## src/rtl/mem_arbiter.sv

```systemverilog
// Three-requester round-robin arbiter in front of a single-port memory.
// One transaction in flight: IDLE -> ACCESS -> WAIT (MEM_LAT cycles) -> RESP.
`timescale 1ns/1ps
module mem_arbiter #(
    parameter int MEM_LAT = 1
) (
    input  logic        clk,
    input  logic        reset,
    input  logic [2:0]  req,
    input  logic [95:0] addr,
    input  logic [2:0]  wr,
    input  logic [95:0] wdata,
    input  logic [11:0] mask,
    output logic [2:0]  gnt,
    output logic [2:0]  rvalid,
    output logic [31:0] rdata,
    output logic        mem_en,
    output logic        mem_wr,
    output logic [31:0] mem_addr,
    output logic [31:0] mem_wdata,
    output logic [3:0]  mem_mask,
    input  logic [31:0] mem_rdata,
    output logic        busy
);

    localparam logic [2:0] LAT = 3'(MEM_LAT);

    typedef enum logic [1:0] {
        S_IDLE,
        S_ACCESS,
        S_WAIT,
        S_RESP
    } state_e;

    state_e      state_q, state_d;
    logic [1:0]  last_q, last_d;
    logic [1:0]  win_q, win_d;
    logic        wr_q, wr_d;
    logic [29:0] addr_q, addr_d;
    logic [31:0] wdata_q, wdata_d;
    logic [3:0]  mask_q, mask_d;
    logic [2:0]  cnt_q, cnt_d;
    logic [31:0] rdata_q, rdata_d;

    logic [1:0]  c0, c1, c2, pick;
    logic        pick_wr;
    logic [29:0] pick_addr;
    logic [31:0] pick_wdata;
    logic [3:0]  pick_mask;

    function automatic logic [1:0] inc3(input logic [1:0] v);
        return (v == 2'd2) ? 2'd0 : v + 2'd1;
    endfunction

    // Search order begins just after the last winner.
    always_comb begin
        c0 = inc3(last_q);
        c1 = inc3(c0);
        c2 = inc3(c1);
        if (req[c0]) begin
            pick = c0;
        end else if (req[c1]) begin
            pick = c1;
        end else begin
            pick = c2;
        end
    end

    always_comb begin
        pick_wr    = wr[0];
        pick_addr  = addr[31:2];
        pick_wdata = wdata[31:0];
        pick_mask  = mask[3:0];
        unique case (pick)
            2'd1: begin
                pick_wr    = wr[1];
                pick_addr  = addr[63:34];
                pick_wdata = wdata[63:32];
                pick_mask  = mask[7:4];
            end
            2'd2: begin
                pick_wr    = wr[2];
                pick_addr  = addr[95:66];
                pick_wdata = wdata[95:64];
                pick_mask  = mask[11:8];
            end
            default: ;
        endcase
    end

    always_comb begin
        state_d = state_q;
        last_d  = last_q;
        win_d   = win_q;
        wr_d    = wr_q;
        addr_d  = addr_q;
        wdata_d = wdata_q;
        mask_d  = mask_q;
        cnt_d   = cnt_q;
        rdata_d = rdata_q;
        unique case (state_q)
            S_IDLE: begin
                if (|req) begin
                    state_d = S_ACCESS;
                    win_d   = pick;
                    wr_d    = pick_wr;
                    addr_d  = pick_addr;
                    wdata_d = pick_wdata;
                    mask_d  = pick_mask;
                end
            end
            S_ACCESS: begin
                state_d = S_WAIT;
                cnt_d   = LAT;
            end
            S_WAIT: begin
                if (cnt_q <= 3'd1) begin
                    state_d = S_RESP;
                    cnt_d   = 3'd0;
                    if (!wr_q) begin
                        rdata_d = mem_rdata;
                    end
                end else begin
                    cnt_d = cnt_q - 3'd1;
                end
            end
            S_RESP: begin
                state_d = S_IDLE;
                last_d  = win_q;
            end
            default: state_d = S_IDLE;
        endcase
    end

    always_ff @(posedge clk or negedge reset) begin
        if (!reset) begin
            state_q <= S_IDLE;
            last_q  <= 2'd2;
            win_q   <= 2'd0;
            wr_q    <= 1'b0;
            addr_q  <= '0;
            wdata_q <= '0;
            mask_q  <= '0;
            cnt_q   <= '0;
            rdata_q <= '0;
        end else begin
            state_q <= state_d;
            last_q  <= last_d;
            win_q   <= win_d;
            wr_q    <= wr_d;
            addr_q  <= addr_d;
            wdata_q <= wdata_d;
            mask_q  <= mask_d;
            cnt_q   <= cnt_d;
            rdata_q <= rdata_d;
        end
    end

    logic acc, rsp;
    assign acc = (state_q == S_ACCESS);
    assign rsp = (state_q == S_RESP);

    // Memory-side outputs are forced to zero outside ACCESS.
    assign gnt       = acc ? (3'b001 << win_q) : 3'b000;
    assign rvalid    = rsp ? (3'b001 << win_q) : 3'b000;
    assign mem_en    = acc;
    assign mem_wr    = acc & wr_q;
    assign mem_addr  = acc ? {addr_q, 2'b00} : 32'h0;
    assign mem_wdata = acc ? wdata_q : 32'h0;
    assign mem_mask  = (acc & wr_q) ? mask_q : 4'h0;
    assign rdata     = rdata_q;
    assign busy      = (state_q != S_IDLE);

endmodule

```

## config.mk

```make
export PLATFORM = sky130hd
export DESIGN_NAME = mem_arbiter
export DESIGN_NICKNAME = d
export VERILOG_FILES = /design/src/rtl/mem_arbiter.sv
export SDC_FILE = /design/constraint.sdc
export NUM_CORES = 1
export LEC_CHECK = 0
export BUFFER_PORTS_ARGS = -buffer_cell sky130_fd_sc_hd__buf_2
export CORE_AREA = 2 2 138 140
export CTS_CLUSTER_SIZE = 20
export DETAILED_ROUTE_END_ITERATION = 7
export DIE_AREA = 0 0 140 142
export PLACE_DENSITY_LB_ADDON = 0.25
export REMOVE_ABC_BUFFERS = 1
export SLEW_MARGIN = 5
export SYNTH_ARGS = -nofsm -noshare
export SYNTH_HDL_FRONTEND = slang
export SYNTH_SLANG_ARGS = --single-unit
```

## constraint.sdc

```tcl
create_clock -name clk -period 2.3 [get_ports clk]
set_input_delay 0.23 -clock clk [delete_from_list [all_inputs] [get_ports clk]]
set_output_delay 0.23 -clock clk [all_outputs]
set_load 0.02 [all_outputs]
```

==> qor.csv, run 1 <==
metric,value,unit
outcome,finished with violations,
failing checks,DRC,
met1 WL,7679,um
WL final,18230,um
initial antenna violation count,0,
HPWL after DPL,13400,um
commonest cells in the synthesized netlist,"107 x dfrtp_1, 70 x nand2_1, 68 x nor2b_1, 68 x o31ai_1, 67 x a221oi_1",
met3 WL,1252,um
routability cong.,0.7531,
Leakage,4.103,nW
drt via density,4.924,
first-pass GRT wire length,28390,um
Worst-path clk slew,80,ps
Die Wd,140,um
clock period minus worst slack,2127,ps
htree depth,3,
Hold/Removal Path Class,primary input to register,
Ys Warns,0,
Final Hold Violating Endpoints,0,
Final Cell Area,8230,um2
Area Growth Syn to Fin,39.33,%
Worst Reg-to-Reg Cells,7,
Setup CP Type,register to register,
CTS root buf,clkbuf_16,
Crit-path slowest cell,dfrtp_1,
Layout Skew,10.34,ps
placed instance area,7923,um2
Worst Path Required,2520,ps
Reg2Reg Setup Slack,170,ps
met2 wire len,9107,um
WHS Endpoint,rdata[1],
Mapped Area,5907,um2
number of global-route vias before repair,5359,
Post-layout nets,1151,
CTS Sinks,108,
area of the core,18460,um2
worst path arrival time,2350,ps
CTS tree,done,
Worst Tran Pin Value,643.8,ps
IO Port Bufs,344,
GRT overflow,0,
worst flop-to-flop path endpoint,wdata_q[31],
Top Metal Used,met4,
Avg WL per Cell,16.00,um
max cap viols,0,
Worst-Skew Late Latency,350,ps
Initial Util,32.01,%
Top Ports,353,
CP Buf/Inv Count,1,
final core utilization,44.60,%
layout cells sized above 1,45.41,%
largest net degree at the start of global routing,78,
FMAX,470.2,MHz
via count,5609,
crit-path leading delay family,compound AO/OA/AOI/OAI gates,
Post-synth EDFFs,0,
Post-route DRC,25,
r2r startpoint,last_q[0],
Diodes inserted,0,
Synth Flop Type,dfrtp_1,
Total GRT Usage,17.98,%
row count,50,
crit share post-route,92.47,%
Async SR Flop Fraction,100.0,%
area share of the largest cell type after synthesis,45.33,%
Crit Path Max Fanout,77,
Worst Hold Slack,102.6,ps
Unique masters post-synth,32,
Worst Hold Depth,2,
first-pass iteration count of the detailed router,8,
synthesized instance count,586,
CP endpoint kind,register,
final slew viol count,0,
"Largest stage delay, worst path",360,ps
sequential share of the synthesized area,45.77,%
"count leader, synth",dfrtp_1,
CP cell instances,nand2b_1 -> a21boi_0 -> a2bb2oi_1 -> ha_4 -> buf_16 -> a221oi_1 -> o31ai_1,
Slew headroom,57.08,%
Pwr Density,1391,nW/um2
largest cells by area after synthesis,"dfrtp_1 45%, a221oi_1 9.9%, o31ai_1 8.6%",
Tot Pwr,11.45,mW
WP depth,7,
clock buffer depth,2,
post-synthesis area per instance,10.08,um2
1st-iter DRT viols,249,
Synth Register Bits,108,
RSZ-0062 raised after global routing,true,
Hold Crit Start,mem_rdata[1],
Yosys top cell by area,dfrtp_1,
Fillers,1835,
# setup viols final,0,
Die ar.,19880,um2
worst vdd ir,582.0,uV
CP Launch Type,register,
TritonCTS Buffers,9,
Routed Antenna Nets,0,
die height,142,um
[kinds of logic (layout without fill, tap and decap cells)]
kind of cell,Yosys count,in the layout,synth area share (%)
AOI/OAI and AO/OA,153,153,20.61
adders and majority gates,7,7,1.483
buffers and inverters,66,384,5.232
DFF,108,108,45.77
muxes,34,34,6.482
other,1,2,0.06348
and+or+nand+nor,217,217,20.36
[sequential cells by signal, summed over array words and instances, names as in the netlist]
signal   flops
win_q        2
last_q       2
state_q      2
cnt_q        3
mask_q       4
wdata_q     32
wr_q         1
rdata       32
addr_q      30
[per-layer routing]
metal,up-vias,GRT usage [%]
met4,0,4.359
met1,2627,21.84
li1,2758,-
met3,14,4.105
met2,210,32.49
met5,-,0
[stage by stage]
step	instances	setup TNS (ps)	setup WS (ps)
finish	1139	0	173.3
global route	1139	0	2.696
CTS	1139	0	84.02
detailed placement	1122	0	112.7
global placement	1122	0	107.2
floorplan	531	-413290	-5969
[where the power goes]
| group | total (mW) | switching (mW) | internal [mW] |
|---|---|---|---|
| registers | 3.28 | 0.433 | 2.84 |
| logic | 6.64 | 3.79 | 2.84 |
| clock network | 1.54 | 0.777 | 0.759 |
| total | 11.4 | 5.00 | 6.45 |
[cell usage in the layout (no fill, tap or decap), types with 6 or more instances in the layout]
| master | instances |
|---|---|
| mux2_2 | 32 |
| clkbuf_16 | 9 |
| o31ai_1 | 67 |
| buf_12 | 10 |
| dfrtp_1 | 107 |
| and2_1 | 63 |
| nor2b_1 | 68 |
| inv_1 | 10 |
| a221oi_1 | 66 |
| nand2_1 | 70 |
| and3_1 | 6 |
| buf_2 | 343 |
[final cells by class]
| type | instances | area [um2] | share of cell area [%] |
|---|---|---|---|
| Multi-Input combinational cell | 413 | 2935 | 35.66 |
| Sequential cell | 108 | 2704 | 32.85 |
| Timing Repair Buffer | 358 | 1977 | 24.02 |
| Tap cell | 234 | 292.8 | 3.557 |
| Clock buffer | 10 | 229.0 | 2.782 |
| Clock inverter | 6 | 55.05 | 0.6689 |
| Inverter | 10 | 37.54 | 0.4561 |
[timing repair]
action	CTS	global route
buffers inserted	0	0
hold buffers	1	0
hold endpoints to repair	42	0
endpoints found under the setup margin	0	2
gates resized for setup	0	2
[how the worst max path moves through the flow]
stage,end,from
6_report,wdata_q[31],last_q[0]
5_1_grt,addr_q[1],last_q[1]
4_1_cts,wdata_q[27],last_q[1]
3_5_place_dp,wdata_q[27],req[1]
3_3_place_gp,wdata_q[27],req[1]
2_1_floorplan,addr_q[0],req[0]
Note: power is estimated with default switching activity, not from simulation.
==> run 2: changes to the inputs <==
--- a/config.mk
+++ b/config.mk
@@ -6,11 +6,12 @@
 export NUM_CORES = 1
 export LEC_CHECK = 0
-export BUFFER_PORTS_ARGS = -buffer_cell sky130_fd_sc_hd__buf_2
-export CORE_AREA = 2 2 138 140
+export CORE_AREA = 2 2 136 138
 export CTS_CLUSTER_SIZE = 20
 export DETAILED_ROUTE_END_ITERATION = 7
-export DIE_AREA = 0 0 140 142
+export DIE_AREA = 0 0 138 140
+export DONT_BUFFER_PORTS = 1
 export PLACE_DENSITY_LB_ADDON = 0.25
 export REMOVE_ABC_BUFFERS = 1
+export SKIP_CTS_REPAIR_TIMING = 1
 export SLEW_MARGIN = 5
 export SYNTH_ARGS = -nofsm -noshare
==> constraint.sdc (replaced) <==
create_clock -name clk -period 2.3 [get_ports clk]
set_input_delay 0.69 -clock clk [delete_from_list [all_inputs] [get_ports clk]]
set_output_delay 0.69 -clock clk [all_outputs]
set_load 0.02 [all_outputs]
==> run 2 against run 1 <==
Compared with the run above: the flow now finishes without violations; non-clock buffer count decreased by 325; largest power group unchanged; hold slack got worse by 73 ps; final cell count is 29% lower; maximum frequency is 5.7% lower; sequential share of layout area rose by 6.9 points; register-to-register slack lost 100 ps; combinational power shrank 11%; design area down 17%; clock power rose by 19%; setup slack worse by 130 ps.
==> qor.csv, run 2 (same netlist as run 1, synthesis figures left out) <==
metric,value,unit,change
CP Launch Type,register,,
Area Growth Syn to Fin,15.19,%,
clock buffer depth,2,,unchanged
Setup CP Type,register to output port,,
htree depth,3,,unchanged
crit share post-route,98.05,%,+5.6 points
Top Ports,353,,unchanged
IO Port Bufs,0,,-100%
Avg WL per Cell,20.76,um,+30%
number of global-route vias before repair,4681,,-13%
Pwr Density,1688,nW/um2,+21%
GRT overflow,0,,unchanged
Post-layout nets,826,,-28%
worst vdd ir,765.0,uV,+31%
"commonest non-fill, non-tap cell in the layout",dfrtp_1,,
Fillers,1748,,-4.7%
CP Buf/Inv Count,2,,+1
Total GRT Usage,16.58,%,-1.4 points
FMAX,443.4,MHz,-5.7%
WL final,16820,um,-7.7%
drt via density,5.588,,+13%
"Largest stage delay, worst path",410,ps,+50 ps
clock period minus worst slack,2255,ps,+128.4 ps
first-pass GRT wire length,25520,um,-10%
initial antenna violation count,1,,+1
layout cells sized above 1,25.00,%,-20 points
most frequent cells in the layout,"107 x dfrtp_1, 70 x nand2_1, 67 x nor2b_1, 67 x o31ai_1, 65 x a221oi_1",,
CTS root buf,clkbuf_16,,
area of the core,17780,um2,-3.7%
largest net degree at the start of global routing,109,,+40%
1st-iter DRT viols,260,,+4.4%
max cap viols,0,,unchanged
die height,140,um,-1.4%
Hold/Removal Path Class,primary input to async pin,,
Final Cell Area,6804,um2,-17%
via count,4526,,-19%
Worst-path clk slew,80,ps,about the same
Die ar.,19320,um2,-2.8%
Routed Antenna Nets,0,,unchanged
Worst-Skew Late Latency,350,ps,about the same
row count,49,,-2.0%
Initial Util,33.22,%,+1.2 points
CTS Sinks,108,,unchanged
RSZ-0062 raised after global routing,true,,
Tot Pwr,11.49,mW,+0.35%
Final Hold Violating Endpoints,0,,unchanged
Post-route DRC,0,,-100%
Crit Path Max Fanout,38,,-51%
routability cong.,0.7967,,+5.8%
HPWL after DPL,12250,um,-8.6%
final slew viol count,0,,unchanged
placed instance area,6282,um2,-21%
TritonCTS Buffers,9,,unchanged
Leakage,2.822,nW,-31%
crit-path leading delay family,flip-flops,,
Crit-path slowest cell,dfrtp_1,,
CTS tree,done,,
CP cell instances,inv_1 -> ha_4 -> buf_12 -> and2_2,,
Worst Path Required,1610,ps,-910 ps
CP endpoint kind,output port,,
Layout Skew,10.99,ps,+0.6526 ps
worst path arrival time,1570,ps,-780 ps
Die Wd,138,um,-1.4%
first-pass iteration count of the detailed router,4,,-4
outcome,"complete, no violations",,
# setup viols final,0,,unchanged
==> run 2: through the flow <==
step	hold WS (ps)	setup slack [ps]	TNS, ps	util [%]	std cells
floorplan	394.4	-6429	-456590	-	531
finish	29.77	44.84	0	38.27	810
global route	2.355	-40.02	-1005	38.27	810
global placement	397.2	-151.4	-4907	35.33	790
CTS	7.240	-210.2	-8911	37.33	806
detailed placement	396.7	-198.8	-6952	35.33	790
==> run 2: layout make-up <==
cell class,count,area [um2],area share [%]
clock inverter,6,116.4,1.710
clock buffer,10,239.0,3.512
tap,229,286.5,4.211
sequential,108,2704,39.74
multi-input combinational,413,3035,44.61
timing repair buffer,33,382.9,5.627
inverter,10,37.54,0.5517
antenna,1,2.502,0.03678
==> run 2: per-layer routing <==
metal | part of all wire, % | track usage, % | vias to the layer above
met4 | 2.5 | 6.552 | 0
li1 | - | - | 2106
met2 | 50 | 28.61 | 237
met1 | 40 | 19.47 | 2160
met5 | 0 | 0 | -
met3 | 8.1 | 4.889 | 23
==> run 2: power breakdown <==
part | internal [mW] | total (mW) | switching (mW)
clock | 1.10 | 1.83 | 0.723
sequential | 2.85 | 3.76 | 0.916
combinational | 2.61 | 5.90 | 3.29
==> run 2: worst reg2reg max path, delay by kind of cell, from the launching register on <==
family | cells | cell delay, ps
AOI/OAI and AO/OA | 3 | 620
buffers and inverters | 3 | 500
and+or+nand+nor | 1 | 210
adders and majority gates | 1 | 180
DFF | 1 | 590
==> run 2: final timing paths <==
path,start,slack (ps),to,cells past startpoint
worst max register to register,last_q[1],70,wdata_q[22],8
worst min-delay path,reset,30,rdata[1],0
worst min register to register,wdata_q[17],470,wdata_q[17],2
worst max-delay path,state_q[1],40,mem_wdata[2],4
min in group clk,wdata_q[17],470,wdata_q[17],2
max in group asynchronous,reset,1630,rdata[30],1
==> run 3: changes to the inputs <==
- ABC_AREA: unset -> 1
==> run 3 against run 2 <==
Compared with the run above: critical path depth is 2 higher; first-iteration DRC count increased by 33%; combinational power increased by 44%; via count is 26% higher; critical endpoint is now gnt[0]; largest cell class unchanged; largest power group unchanged; highest routed layer unchanged.
==> qor.csv, run 3 <==
metric,value,unit,change
outcome,"complete, no violations",,
Post-Place Worst Slack,12.83,ps,+211.6 ps
Final WS setup,45.62,ps,+0.7782 ps
Post-layout nets,1145,,+39%
htree depth,3,,unchanged
r2r startpoint,last_q[1],,
Mapped Area,6188,um2,+4.8%
layout cells sized above 1,13.46,%,-12 points
Slew headroom,61.35,%,
largest cells by area after synthesis,"dfrtp_1 43%, nand2_1 22%, a21oi_1 11%",,
Crit Path Max Fanout,7,,-82%
worst flop-to-flop path endpoint,wdata_q[30],,
adder-cell area share of the yosys netlist,1.415,%,-0.067 points
RSZ-0062 raised after global routing,true,,
crit-path leading delay family,buffers and inverters,,
number of global-route vias before repair,5229,,+12%
Worst Path Required,1610,ps,about the same
"count leader, synth",nand2_1,,
final slew viol count,0,,unchanged
Synth Area in Simple Gates,26.14,%,+5.8 points
via count,5697,,+26%
"commonest non-fill, non-tap cell in the layout",nand2_1,,
Yosys top cell by area,dfrtp_1,,
final core utilization,40.63,%,+2.4 points
clock period minus worst slack,2254,ps,-0.7782 ps
Setup CP Type,register to output port,,
CP Buf/Inv Count,4,,+2
HPWL after DPL,13420,um,+9.6%
die height,140,um,unchanged
commonest cells in the synthesized netlist,"357 x nand2_1, 138 x a21oi_1, 107 x dfrtp_1",,
Fillers,1899,,+8.6%
Post-route DRC,0,,unchanged
Worst-path clk slew,80,ps,about the same
WL final,19990,um,+19%
post-synthesis mux area share,0,%,-6.5 points
first-pass iteration count of the detailed router,5,,+1
# setup viols final,0,,unchanged
crit share post-route,98.02,%,about the same
CTS tree,done,,
Die Wd,138,um,unchanged
IO Port Bufs,0,,unchanged
"Largest stage delay, worst path",410,ps,about the same
TritonCTS Buffers,9,,unchanged
synthesized instance count,887,,+51%
CP Launch Type,register,,
CTS root buf,clkbuf_16,,
worst vdd ir,773.3,uV,+1.1%
drt via density,5.046,,-9.7%
largest net degree at the start of global routing,109,,unchanged
Post-synth EDFFs,0,,unchanged
max cap viols,0,,unchanged
clock buffer depth,2,,unchanged
CP cell instances,inv_2 -> ha_4 -> buf_12 -> inv_1 -> nor3_2 -> buf_4,,
Initial Util,34.81,%,+1.6 points
sequential share of the synthesized area,43.69,%,-2.1 points
GRT overflow,0,,unchanged
Die ar.,19320,um2,unchanged
Worst-Skew Late Latency,350,ps,about the same
Reg2Reg Setup Slack,100,ps,+30 ps
Crit-path slowest cell,dfrtp_1,,
Worst Reg-to-Reg Cells,14,,+6
Total GRT Usage,18.19,%,+1.6 points
area share of the largest cell type after synthesis,43.27,%,-2.1 points
post-synthesis area per instance,6.977,um2,-31%
XOR/XNOR Fraction of Synth Area,0.1415,%,+0.14 points
initial antenna violation count,1,,unchanged
first-pass GRT wire length,28000,um,+9.7%
worst path arrival time,1560,ps,about the same
Unique masters post-synth,24,,-25%
row count,49,,unchanged
Leakage,3.639,nW,+29%
1st-iter DRT viols,345,,+33%
Worst Tran Pin Value,577.7,ps,
most frequent cells in the layout,"352 x nand2_1, 129 x a21oi_1, 107 x dfrtp_1, 61 x inv_1, 39 x o21ai_0",,
Layout Skew,11.23,ps,+0.2373 ps
Ys Warns,0,,unchanged
Compound-Gate Fraction of Synth Area,17.19,%,-3.4 points
Synth Flop Type,dfrtp_1,,
area of the core,17780,um2,unchanged
Final Hold Violating Endpoints,0,,unchanged
Top Ports,353,,unchanged
Avg WL per Cell,17.70,um,-15%
routability cong.,0.7724,,-3.1%
FMAX,443.6,MHz,about the same
Synth Register Bits,108,,unchanged
Sum Neg Setup Slack,0,ps,unchanged
CTS Sinks,108,,unchanged
CP endpoint kind,output port,,
Routed Antenna Nets,0,,unchanged
Critical Path Start,state_q[1],,
Pwr Density,1893,nW/um2,+12%
combinational family with the most area after synthesis,simple AND/OR/NAND/NOR gates,,
Hold/Removal Path Class,primary input to async pin,,
Area Growth Syn to Fin,16.74,%,
Async SR Flop Fraction,100.0,%,unchanged
run 3: final cells by class:
cell class | instances | area, um2 | share of cell area (%)
multi-input cells | 632 | 2882 | 39.89
flip-flops and latches | 108 | 2704 | 37.43
repair buffers | 58 | 742.0 | 10.27
inverters | 85 | 321.6 | 4.451
well taps | 229 | 286.5 | 3.966
clock buffers | 12 | 256.5 | 3.550
clock inverters | 4 | 30.03 | 0.4157
diodes | 1 | 2.502 | 0.03464
run 3: worst max-delay path by stage:
| stage | slack, ps | to | cells after the start |
|---|---|---|---|
| 3_3_place_gp | 40 | addr_q[0] | 13 |
| 3_5_place_dp | 10 | addr_q[1] | 13 |
| 6_report | 50 | gnt[0] | 6 |
| 5_1_grt | -20 | gnt[0] | 6 |
| 2_1_floorplan | -1550 | addr_q[29] | 11 |
| 4_1_cts | -240 | mem_mask[3] | 6 |
run 3: power by group:
| group | total, mW | switching (mW) | internal, mW | leakage, nW |
|---|---|---|---|---|
| clock network | 1.52 | 0.720 | 0.802 | 0.140 |
| logic | 8.51 | 5.07 | 3.44 | 2.14 |
| registers | 3.65 | 0.880 | 2.77 | 1.36 |
| total | 13.7 | 6.67 | 7.01 | 3.64 |
run 3: metrics by stage:
step / power, mW / hold WS, ps / std cells / instance area [um2]
floorplan: 7.363 / 394.4 / 825 / 5808
finish: 13.68 / 25.47 / 1129 / 7224
CTS: 12.23 / 5.634 / 1109 / 6824
global route: 14.76 / 1.122 / 1129 / 7224
global placement: 10.55 / 397.2 / 1093 / 6538
detailed placement: 10.65 / 396.8 / 1093 / 6538
run 3: logic make-up (layout without fill, tap and decap cells):
group	count (synthesis)	count (layout)
flops	108	108
buf+inv	148	159
fa+ha+maj	7	7
simple gates	410	410
compound gates	212	212
xor+xnor	1	1
other cells	1	3
run 3: layer usage:
metal	GRT usage (%)	up-vias	wire (um)
met2	30.67	243	9853
met3	6.222	26	1675
li1	-	2812	-
met4	5.908	0	362
met5	0	-	0
met1	21.93	2616	8095
